--- src/rtl/kmeans_pkg.sv ---
// Shared constants, state encoding and job helpers for the k-means centroid update block.
package kmeans_pkg;

    localparam int K       = 3;
    localparam int COORD_W = 8;
    localparam int SUM_W   = 16;
    localparam int CNT_W   = 5;

    // One division job per coordinate of every cluster.
    localparam int N_JOBS = K * 3;
    localparam int JOB_W  = 4;

    // Largest value a centroid coordinate can hold; quotients above it clamp here.
    localparam int SAT = (1 << COORD_W) - 1;

    typedef enum logic [2:0] {
        IDLE  = 3'd0,
        SETUP = 3'd1,
        DIV   = 3'd2,
        WRITE = 3'd3,
        DONE  = 3'd4
    } state_t;

    // Jobs run x,y,z of cluster 0, then cluster 1, then cluster 2.
    function automatic logic [1:0] job_cluster(input logic [JOB_W-1:0] job);
        if (job < JOB_W'(3)) begin
            return 2'd0;
        end else if (job < JOB_W'(6)) begin
            return 2'd1;
        end
        return 2'd2;
    endfunction

endpackage

--- src/rtl/kmeans_seq_div.sv ---
// Sequential restoring divider: one quotient bit per cycle, MSB first.
// D_W sets both the dividend width and the number of iterations.
module kmeans_seq_div
    import kmeans_pkg::*;
#(
    parameter int D_W = 16,
    parameter int V_W = 5
) (
    input  logic           clk,
    input  logic           rst,
    input  logic           load,
    input  logic [D_W-1:0] dividend,
    input  logic [V_W-1:0] divisor,
    output logic [D_W-1:0] quotient,
    output logic           done
);

    localparam int CW = (D_W > 1) ? $clog2(D_W) : 1;

    logic [D_W-1:0] quo;
    logic [V_W-1:0] rem;
    logic [V_W-1:0] dvs;
    logic [CW-1:0]  bit_cnt;
    logic           run;
    logic [V_W:0]   shifted;
    logic           fits;

    // Trial subtraction of the divisor from the partial remainder plus the next dividend bit.
    always_comb begin
        shifted = {rem, quo[D_W-1]};
        fits    = (shifted >= {1'b0, dvs});
    end

    // Load operands, then shift one quotient bit into the low end of quo per cycle.
    always_ff @(posedge clk) begin
        if (rst) begin
            quo     <= '0;
            rem     <= '0;
            dvs     <= '0;
            bit_cnt <= '0;
            run     <= 1'b0;
        end else if (load) begin
            quo     <= dividend;
            rem     <= '0;
            dvs     <= divisor;
            bit_cnt <= CW'(D_W - 1);
            run     <= 1'b1;
        end else if (run) begin
            rem     <= fits ? V_W'(shifted - {1'b0, dvs}) : V_W'(shifted);
            quo     <= {quo[D_W-2:0], fits};
            bit_cnt <= bit_cnt - 1'b1;
            if (bit_cnt == '0) begin
                run <= 1'b0;
            end
        end
    end

    assign quotient = quo;
    // High during the final iteration; quotient is complete after this edge.
    assign done     = run && (bit_cnt == '0);

endmodule

--- src/rtl/kmeans_centroid_update.sv ---
// K-means centroid update: snapshots per-cluster sums/counts, divides each of the
// nine coordinates with a shared sequential divider and publishes all centroids at once.
// Optional build macro KMEANS_CU_ROUND_EN: round-half-up (dividend = sum + cnt/2,
// one extra divide cycle per job). Undefined: truncation toward zero.
//
// state | meaning
// IDLE  | waiting for start; outputs hold the last published centroids
// SETUP | select operands for job k, launch divider or skip an empty cluster
// DIV   | divider iterating, one quotient bit per cycle
// WRITE | saturate quotient into shadow coordinate k, advance k
// DONE  | copy shadow coordinates to outputs, pulse cent_valid
module kmeans_centroid_update #(
    parameter int                     SUM_W   = 16,
    parameter int                     CNT_W   = 5,
    parameter int                     COORD_W = 8,
    parameter logic [3*COORD_W-1:0]   C0_INIT = 24'h202020,
    parameter logic [3*COORD_W-1:0]   C1_INIT = 24'h808080,
    parameter logic [3*COORD_W-1:0]   C2_INIT = 24'hE0E0E0
) (
    input  logic                 clk,
    input  logic                 rst,
    input  logic                 start,
    input  logic [SUM_W-1:0]     sumx0,
    input  logic [SUM_W-1:0]     sumy0,
    input  logic [SUM_W-1:0]     sumz0,
    input  logic [SUM_W-1:0]     sumx1,
    input  logic [SUM_W-1:0]     sumy1,
    input  logic [SUM_W-1:0]     sumz1,
    input  logic [SUM_W-1:0]     sumx2,
    input  logic [SUM_W-1:0]     sumy2,
    input  logic [SUM_W-1:0]     sumz2,
    input  logic [CNT_W-1:0]     cnt0,
    input  logic [CNT_W-1:0]     cnt1,
    input  logic [CNT_W-1:0]     cnt2,
    output logic [3*COORD_W-1:0] cent0,
    output logic [3*COORD_W-1:0] cent1,
    output logic [3*COORD_W-1:0] cent2,
    output logic                 busy,
    output logic                 cent_valid
);

    import kmeans_pkg::*;

`ifdef KMEANS_CU_ROUND_EN
    localparam int DIV_W = SUM_W + 1;
`else
    localparam int DIV_W = SUM_W;
`endif

    localparam logic [DIV_W-1:0] QUO_MAX = DIV_W'((1 << COORD_W) - 1);
    localparam logic [N_JOBS*COORD_W-1:0] INIT_ALL = {C0_INIT, C1_INIT, C2_INIT};

    state_t                    state;
    logic [JOB_W-1:0]          job;
    logic [N_JOBS*SUM_W-1:0]   sum_q;
    logic [K*CNT_W-1:0]        cnt_q;
    logic [N_JOBS*COORD_W-1:0] shadow;

    logic [SUM_W-1:0]   sum_sel;
    logic [CNT_W-1:0]   cnt_sel;
    logic [DIV_W-1:0]   dividend;
    logic [DIV_W-1:0]   quotient;
    logic [COORD_W-1:0] coord_new;
    logic               div_load;
    logic               div_done;

    // Operand select for the current job; job 0 sits in the MSBs of the packed snapshots.
    always_comb begin
        sum_sel   = sum_q[(N_JOBS - 1 - int'(job)) * SUM_W +: SUM_W];
        cnt_sel   = cnt_q[(K - 1 - int'(job_cluster(job))) * CNT_W +: CNT_W];
        coord_new = (quotient > QUO_MAX) ? QUO_MAX[COORD_W-1:0] : quotient[COORD_W-1:0];
        div_load  = (state == SETUP) && (cnt_sel != '0);
    end

`ifdef KMEANS_CU_ROUND_EN
    assign dividend = {1'b0, sum_sel} + DIV_W'(cnt_sel >> 1);
`else
    assign dividend = sum_sel;
`endif

    kmeans_seq_div #(
        .D_W (DIV_W),
        .V_W (CNT_W)
    ) u_div (
        .clk      (clk),
        .rst      (rst),
        .load     (div_load),
        .dividend (dividend),
        .divisor  (cnt_sel),
        .quotient (quotient),
        .done     (div_done)
    );

    // Sequencing FSM with registered outputs; outputs only move in DONE.
    always_ff @(posedge clk) begin
        if (rst) begin
            state      <= IDLE;
            job        <= '0;
            sum_q      <= '0;
            cnt_q      <= '0;
            shadow     <= INIT_ALL;
            cent0      <= C0_INIT;
            cent1      <= C1_INIT;
            cent2      <= C2_INIT;
            busy       <= 1'b0;
            cent_valid <= 1'b0;
        end else begin
            cent_valid <= 1'b0;
            case (state)
                IDLE: begin
                    if (start) begin
                        sum_q <= {sumx0, sumy0, sumz0, sumx1, sumy1, sumz1, sumx2, sumy2, sumz2};
                        cnt_q <= {cnt0, cnt1, cnt2};
                        job   <= '0;
                        busy  <= 1'b1;
                        state <= SETUP;
                    end
                end
                SETUP: begin
                    // An empty cluster keeps its previously published coordinate.
                    state <= (cnt_sel == '0) ? WRITE : DIV;
                end
                DIV: begin
                    if (div_done) begin
                        state <= WRITE;
                    end
                end
                WRITE: begin
                    if (cnt_sel != '0) begin
                        shadow[(N_JOBS - 1 - int'(job)) * COORD_W +: COORD_W] <= coord_new;
                    end
                    if (job == JOB_W'(N_JOBS - 1)) begin
                        state <= DONE;
                    end else begin
                        job   <= job + 1'b1;
                        state <= SETUP;
                    end
                end
                DONE: begin
                    {cent0, cent1, cent2} <= shadow;
                    cent_valid            <= 1'b1;
                    busy                  <= 1'b0;
                    state                 <= IDLE;
                end
                default: begin
                    state <= IDLE;
                    busy  <= 1'b0;
                end
            endcase
        end
    end

endmodule

--- config.mk ---
export PLATFORM = sky130hd
export DESIGN_NAME = kmeans_centroid_update
export DESIGN_NICKNAME = d
export VERILOG_FILES = /design/src/rtl/kmeans_pkg.sv /design/src/rtl/kmeans_seq_div.sv /design/src/rtl/kmeans_centroid_update.sv
export SDC_FILE = /design/constraint.sdc
export NUM_CORES = 1
export LEC_CHECK = 0
export BUFFER_PORTS_ARGS = -buffer_cell sky130_fd_sc_hd__clkbuf_2
export CORE_ASPECT_RATIO = 1.4
export CORE_MARGIN = 2
export CORE_UTILIZATION = 60
export CTS_CLUSTER_DIAMETER = 150
export CTS_CLUSTER_SIZE = 28
export DETAILED_ROUTE_END_ITERATION = 7
export PLACE_DENSITY_LB_ADDON = 0.25
export REMOVE_ABC_BUFFERS = 1
export SLEW_MARGIN = 20
export SYNTH_ARGS = -nofsm -noshare
export SYNTH_HDL_FRONTEND = slang
export SYNTH_SLANG_ARGS = --single-unit
--- constraint.sdc ---
create_clock -name clk -period 6.2 [get_ports clk]
set_clock_uncertainty 0.05 [all_clocks]
set_input_delay 0.62 -clock clk [delete_from_list [all_inputs] [get_ports clk]]
set_output_delay 0.62 -clock clk [all_outputs]
set_load 0.02 [all_outputs]
==> flow_metrics.py, run 1 <==
metrics = {
    "status": {
        "status": "complete, no violations",
    },
    "detailed_routing": {
        "drt_iter0_markers": 814,
        "num_vias": 11830,
        "wl_per_cell_microns": 15.4,
        "wl_met2_microns": 16600,
        "drc_errors": 0,
        "ant_nets": 0,
        "viasPerCell": 5.57,
        "wirelength_microns": 32600,
        "top_layer": "met4",
        "wl_met1_microns": 13500,
        "wl_met3_microns": 1480,
        "drt_pass1_iterations": 6,
    },
    "clock_tree": {
        "htree_levels": 1,
        "worstSkewPairLatency_ps": 510,
        "cts_resized": 0,
        "clk_pin_slew_ps": 110,
        "clk_path_buf_depth": 3,
        "cts_root_buf": "clkbuf_16",
        "post-cts-setup-buffer-count": 0,
        "cts_tree": "done",
        "holdBufCountCts": 0,
        "clock_sink_count": 343,
        "numCtsBuffers": 16,
    },
    "critical_path": {
        "reg2reg_depth": 9,
        "crit_type": "reg -> reg",
        "endpoint_kind": "flop",
        "path_max_fanout": 26,
        "cp.depth": 9,
        "path_buf_inv": 2,
        "r2r_start": "job[1]",
        "critPathSlowestCell": "dfxtp_1",
        "critPathTopFamily": "simple AND/OR/NAND/NOR gates",
        "crit_path_start_kind": "flop",
        "max_stage_delay_ps": 650,
        "arrival_ps": 3900,
        "path_cells": "inv_1 > ha_2 > buf_4 > nor2_1 > nand2_1 > o32a_1 > nor4_2 > o211a_1 > mux2i_1",
        "worst_ep_required_time_ps": 6590,
        "startpoint": "job[1]",
    },
    "pwr": {
        "power.density_mw_per_mm2": 269,
        "switching_share_pct": 28.2,
        "seq_power_share_pct": 55.8,
        "p_switching_mw": 1.21,
        "peakVddDrop_uv": 276,
        "leakagePower_nw": 6.40,
        "intPower_mw": 3.08,
        "clkPwrFrac_pct": 27.6,
        "power_frac_comb_pct": 16.5,
    },
    "synth": {
        "synth.top_cells.by_count": "nand2_1, dfxtp_1, a21oi_1",
        "yosys_warnings": 0,
        "netlist_instances": 1684,
        "synth_top_area_share_pct": 48.2,
        "synthArstFlopShare_pct": 0,
        "synth_seq_area_share_pct": 48.2,
        "ys_seq_elements": 343,
        "synth_top_area_cell": "dfxtp_1",
        "syn_area_per_cell_sq_um": 8.46,
        "synth_cell_types": 60,
        "yosys_most_used_dff": "dfxtp_1",
        "synth_edf_count": 0,
        "syn_area_sq_mm": 0.0142,
        "ys_top_cells_by_area": "dfxtp_1, nand2_1, a21oi_1, mux2i_1, mux4_2",
        "yosysMostFrequentCell": "nand2_1",
    },
    "finish": {
        "final_cell_area_sq_mm": 0.0159,
        "finalNetCount": 1990,
        "n_antenna_cell": 0,
        "drive_above_1_share_pct": 17.7,
        "fillers": 1950,
        "synthToLayoutAreaGrowth_pct": 11.7,
    },
    "placement": {
        "pre_cts_ws_ps": 2710,
        "placed_area_sq_mm": 0.0154,
        "port_buffers": 235,
        "place_hpwl_microns": 22100,
        "gp_congestion": 0.803,
    },
    "floorplanning": {
        "rows": 66,
        "start_util_pct": 61.2,
        "dieWidth_microns": 134,
        "fp.dieH_microns": 186,
        "io_pins": 236,
        "coreArea_sq_mm": 0.0233,
        "die_area_sq_mm": 0.0250,
    },
    "grt": {
        "grt_pass1_vias": 11311,
        "grt_antenna_before_repair": 0,
        "grt_usage_pct": 25.5,
        "grt_max_degree": 224,
        "grt_pass1_wl_microns": 53600,
        "gr-total-overflow": 0,
    },
    "min_path": {
        "hp-class": "in -> reg",
        "hold_depth": 3,
        "hold_path.startpoint": "sumz1[13]",
    },
    "timing": {
        "whs_ps": 265,
        "hold_violations": 0,
        "setup_violations": 0,
        "worstMarginPinSlew_ps": 1010,
        "fin_ws_ps": 2690,
        "slew_headroom_pct": 32.7,
        "min_period_ps": 3510,
        "clock.fmax_mhz": 285,
        "drv_slew": 0,
        "rsz0062_at_grt": "false",
        "period_share_pct": 56.6,
    },
    "flow_run": {
        "maxCapViolCount": 0,
    },
}
## cell usage in the layout, fill, tap and decap left out, types with 5 or more instances in the layout
master	Yosys	layout
o2111ai_1	18	18
nor2b_1	8	8
o31ai_1	16	16
mux4_2	32	32
clkbuf_16	0	17
dfxtp_1	343	342
nor2_1	51	51
ha_1	8	7
o21ai_0	28	28
buf_4	2	14
a21oi_1	230	230
mux2i_1	102	102
xnor2_1	6	6
nand2b_1	6	5
nor3_1	14	13
clkbuf_2	0	234
nand2_1	580	579
nand3_1	22	22
a221o_1	8	8
inv_1	14	13
## worst reg2reg max path: cells and delay by family (launching register included)
kind | cells | cell delay (ps)
buffers and inverters | 2 | 460
DFF | 1 | 650
AOI/OAI and AO/OA | 2 | 770
muxes | 1 | 250
and+or+nand+nor | 3 | 800
adders and majority gates | 1 | 460
## per-stage QoR
stage	std cells	util [%]	power (mW)	TNS, ps
floorplan	1551	-	2.93	-456610
global placement	2107	66.3	3.12	0
detailed placement	2107	66.3	3.15	0
CTS	2125	68.3	4.31	0
global route	2125	68.3	4.49	0
finish	2125	68.3	4.28	0
## power groups by stage
stage	clock [mW]	combinational, mW	sequential (mW)
final	1.18	0.709	2.39
after global routing	1.29	0.789	2.41
after CTS	1.21	0.709	2.39
after detailed placement	0	0.706	2.44
after global placement	0	0.688	2.43
after floorplan	0	0.498	2.43
## sequential cells by signal, indices dropped and copies added (netlist names)
register / count
sum_q: 144
shadow: 72
cent0: 24
cent1: 24
cent2: 24
u_div.quotient: 16
cnt_q: 15
u_div.dvs: 5
u_div.rem: 5
job: 4
u_div.bit_cnt: 4
state: 3
busy: 1
cent_valid: 1
u_div.run: 1
## kinds of logic (layout without fill, tap and decap cells)
logic type / Yosys count / count (layout) / synth area share, %
AND/OR/NAND/NOR: 703 / 703 / 19.7
flip-flops: 343 / 343 / 48.2
AO/OA/AOI/OAI: 337 / 337 / 14.2
buffers and inverters: 147 / 282 / 4.11
multiplexers: 134 / 134 / 12.2
XOR/XNOR: 11 / 11 / 0.676
adder cells (fa/ha/maj): 9 / 9 / 0.843
## per-layer routing
metal  vias up  global-route usage (%)
li1       5938                       -
met2       329                    45.3
met5         -                       0
met1      5482                    32.2
met3        81                    2.31
met4         0                    9.23
## path summary, 6_finish.rpt
check | to | slack [ps]
worst max-delay path | shadow[54] | 2690
worst min-delay path | sum_q[61] | 270
worst max register to register | shadow[54] | 2690
worst min register to register | sum_q[68] | 410
## final cells by class
type,count,area [sq um],share of cell area (%)
clock buffer,17,425,2.67
clock inverter,1,30.0,0.189
inverter,14,53.8,0.338
multi-input combinational,1194,6840,43.0
sequential,343,6870,43.2
tap,306,383,2.41
timing repair buffer,250,1310,8.24
(Power assumes the default switching activity.)
==> inputs of run 2 (changes only) <==
Settings changed: CORE_UTILIZATION 60 to 51.
Clock period 6.2 ns to 3 ns, I/O delays scaled along.
==> flow_metrics.py, run 2 (synthesis gave the netlist of run 1 again) <==
metrics = {
    "critical_path": {
        "max_stage_delay_ps": 610,
        "critPathSlowestCell": "or3_4",
        "worst_ep_required_time_ps": 3400,
        "arrival_ps": 3130,
        "reg2reg_depth": 7,
        "endpoint_kind": "flop",
        "crit_path_start_kind": "flop",
        "path_max_fanout": 29,
        "path_cells": "ha_1 > nand2b_1 > a21oi_1 > a221o_1 > or3_4 > o2111ai_4 > mux2i_1",
        "crit_type": "reg -> reg",
    },
    "floorplanning": {
        "dieWidth_microns": 145,
        "start_util_pct": 51.7,
        "die_area_sq_mm": 0.0293,
        "rows": 72,
        "coreArea_sq_mm": 0.0276,
        "io_pins": 236,
        "fp.dieH_microns": 202,
    },
    "grt": {
        "gr-total-overflow": 0,
        "grt_antenna_before_repair": 0,
        "grt_usage_pct": 25.4,
        "grt_pass1_vias": 12620,
        "grt_max_degree": 144,
        "grt_pass1_wl_microns": 62000,
    },
    "timing": {
        "clock.fmax_mhz": 365,
        "slew_headroom_pct": 43.4,
        "whs_ps": 173,
        "period_share_pct": 91.3,
        "fin_ws_ps": 262,
        "rsz0062_at_grt": "false",
        "worstMarginPinSlew_ps": 849,
        "setup_violations": 0,
        "drv_slew": 0,
        "hold_violations": 0,
        "min_period_ps": 2740,
    },
    "clock_tree": {
        "clock_sink_count": 343,
        "post-cts-setup-buffer-count": 0,
        "htree_levels": 1,
        "cts_root_buf": "clkbuf_16",
        "cts_tree": "done",
        "numCtsBuffers": 16,
        "worstSkewPairLatency_ps": 520,
        "clk_path_buf_depth": 3,
        "clk_pin_slew_ps": 110,
    },
    "pwr": {
        "p_switching_mw": 2.62,
        "power.density_mw_per_mm2": 515,
        "peakVddDrop_uv": 473,
        "leakagePower_nw": 7.21,
        "power_frac_comb_pct": 19.1,
        "clkPwrFrac_pct": 27.0,
        "intPower_mw": 6.56,
        "seq_power_share_pct": 53.9,
        "switching_share_pct": 28.5,
    },
    "finish": {
        "final_common_cell": "nand2_1",
        "largest_reg_flops": 144,
        "n_antenna_cell": 0,
        "regMostFlops": "sum_q",
        "fillers": 2316,
        "finalNetCount": 2172,
        "final_cell_area_sq_mm": 0.0178,
        "seqCellArea_sq_mm": 0.00687,
        "final_util_pct": 64.6,
        "instances_no_fill": 2371,
        "multi_input_area_sq_mm": 0.00684,
        "final_cell_mix": "nand2_1, dfxtp_1, clkbuf_2, a21oi_1, dlygate4sd3_1",
        "reg_top3": "sum_q x144, shadow x72",
        "drive_above_1_share_pct": 17.2,
        "synthToLayoutAreaGrowth_pct": 25.0,
    },
    "placement": {
        "pre_cts_ws_ps": 305,
        "port_buffers": 235,
        "placed_area_sq_mm": 0.0158,
        "place_hpwl_microns": 23400,
        "dpl.cell_count": 2194,
        "gp_congestion": 0.889,
    },
    "detailed_routing": {
        "viasPerCell": 5.38,
        "num_vias": 12753,
        "drt_iter0_markers": 751,
        "wirelength_microns": 38000,
        "wl_per_cell_microns": 16.0,
        "ant_nets": 0,
        "drt_pass1_iterations": 5,
        "drc_errors": 0,
    },
    "min_path": {
        "hold_depth": 2,
        "hp-class": "in -> reg",
    },
    "status": {
        "status": "complete, no violations",
    },
    "flow_run": {
        "maxCapViolCount": 0,
    },
}
## run 2: worst max-delay path, delay by kind of cell (launching register included)
| family | cells | cell delay, ps |
|---|---|---|
| AND/OR/NAND/NOR | 2 | 700 |
| multiplexers | 1 | 250 |
| AO/OA/AOI/OAI | 3 | 1000 |
| adder cells (fa/ha/maj) | 1 | 260 |
| flip-flops | 1 | 400 |
## run 2: final timing paths
check              from         end  slack, ps
max              job[1]  shadow[58]        260
min                 rst   sum_q[97]        170
max reg2reg      job[1]  shadow[58]        260
min reg2reg  shadow[70]   cent0[22]        400
## run 2: what timing repair did
action | in CTS | in global routing
hold endpoints to repair | 159 | 0
resized for setup | 0 | 0
hold buffers | 159 | 0
## run 2: per-layer routing
metal	track usage (%)	part of all wire [%]	vias up	wire (microns)
met2	46.1	52	420	19600
met4	9.59	3.6	0	1350
met1	30.7	40	5940	15000
met3	2.99	5.3	94	2010
met5	0	0	-	0
li1	-	-	6299	-
## run 2: power groups by stage
stage	registers, mW	clock network, mW	logic, mW
CTS	4.94	2.54	1.73
floorplan	5.02	0	1.03
finish	4.94	2.48	1.76
detailed placement	5.04	0	1.56
global route	4.97	2.71	1.93
global placement	5.03	0	1.54
## run 2: stage by stage
step / power (mW) / TNS (ps)
floorplan: 6.05 / -1074040
global placement: 6.57 / 0
detailed placement: 6.60 / 0
CTS: 9.21 / 0
global route: 9.61 / 0
finish: 9.18 / 0
## run 2: cell type report
class | count | share of cell area (%)
Clock inverter | 1 | 0.169
Inverter | 14 | 0.295
Timing Repair Buffer | 432 | 17.6
Tap cell | 370 | 2.60
Clock buffer | 17 | 2.39
Sequential cell | 343 | 38.6
Multi-Input combinational cell | 1194 | 38.4
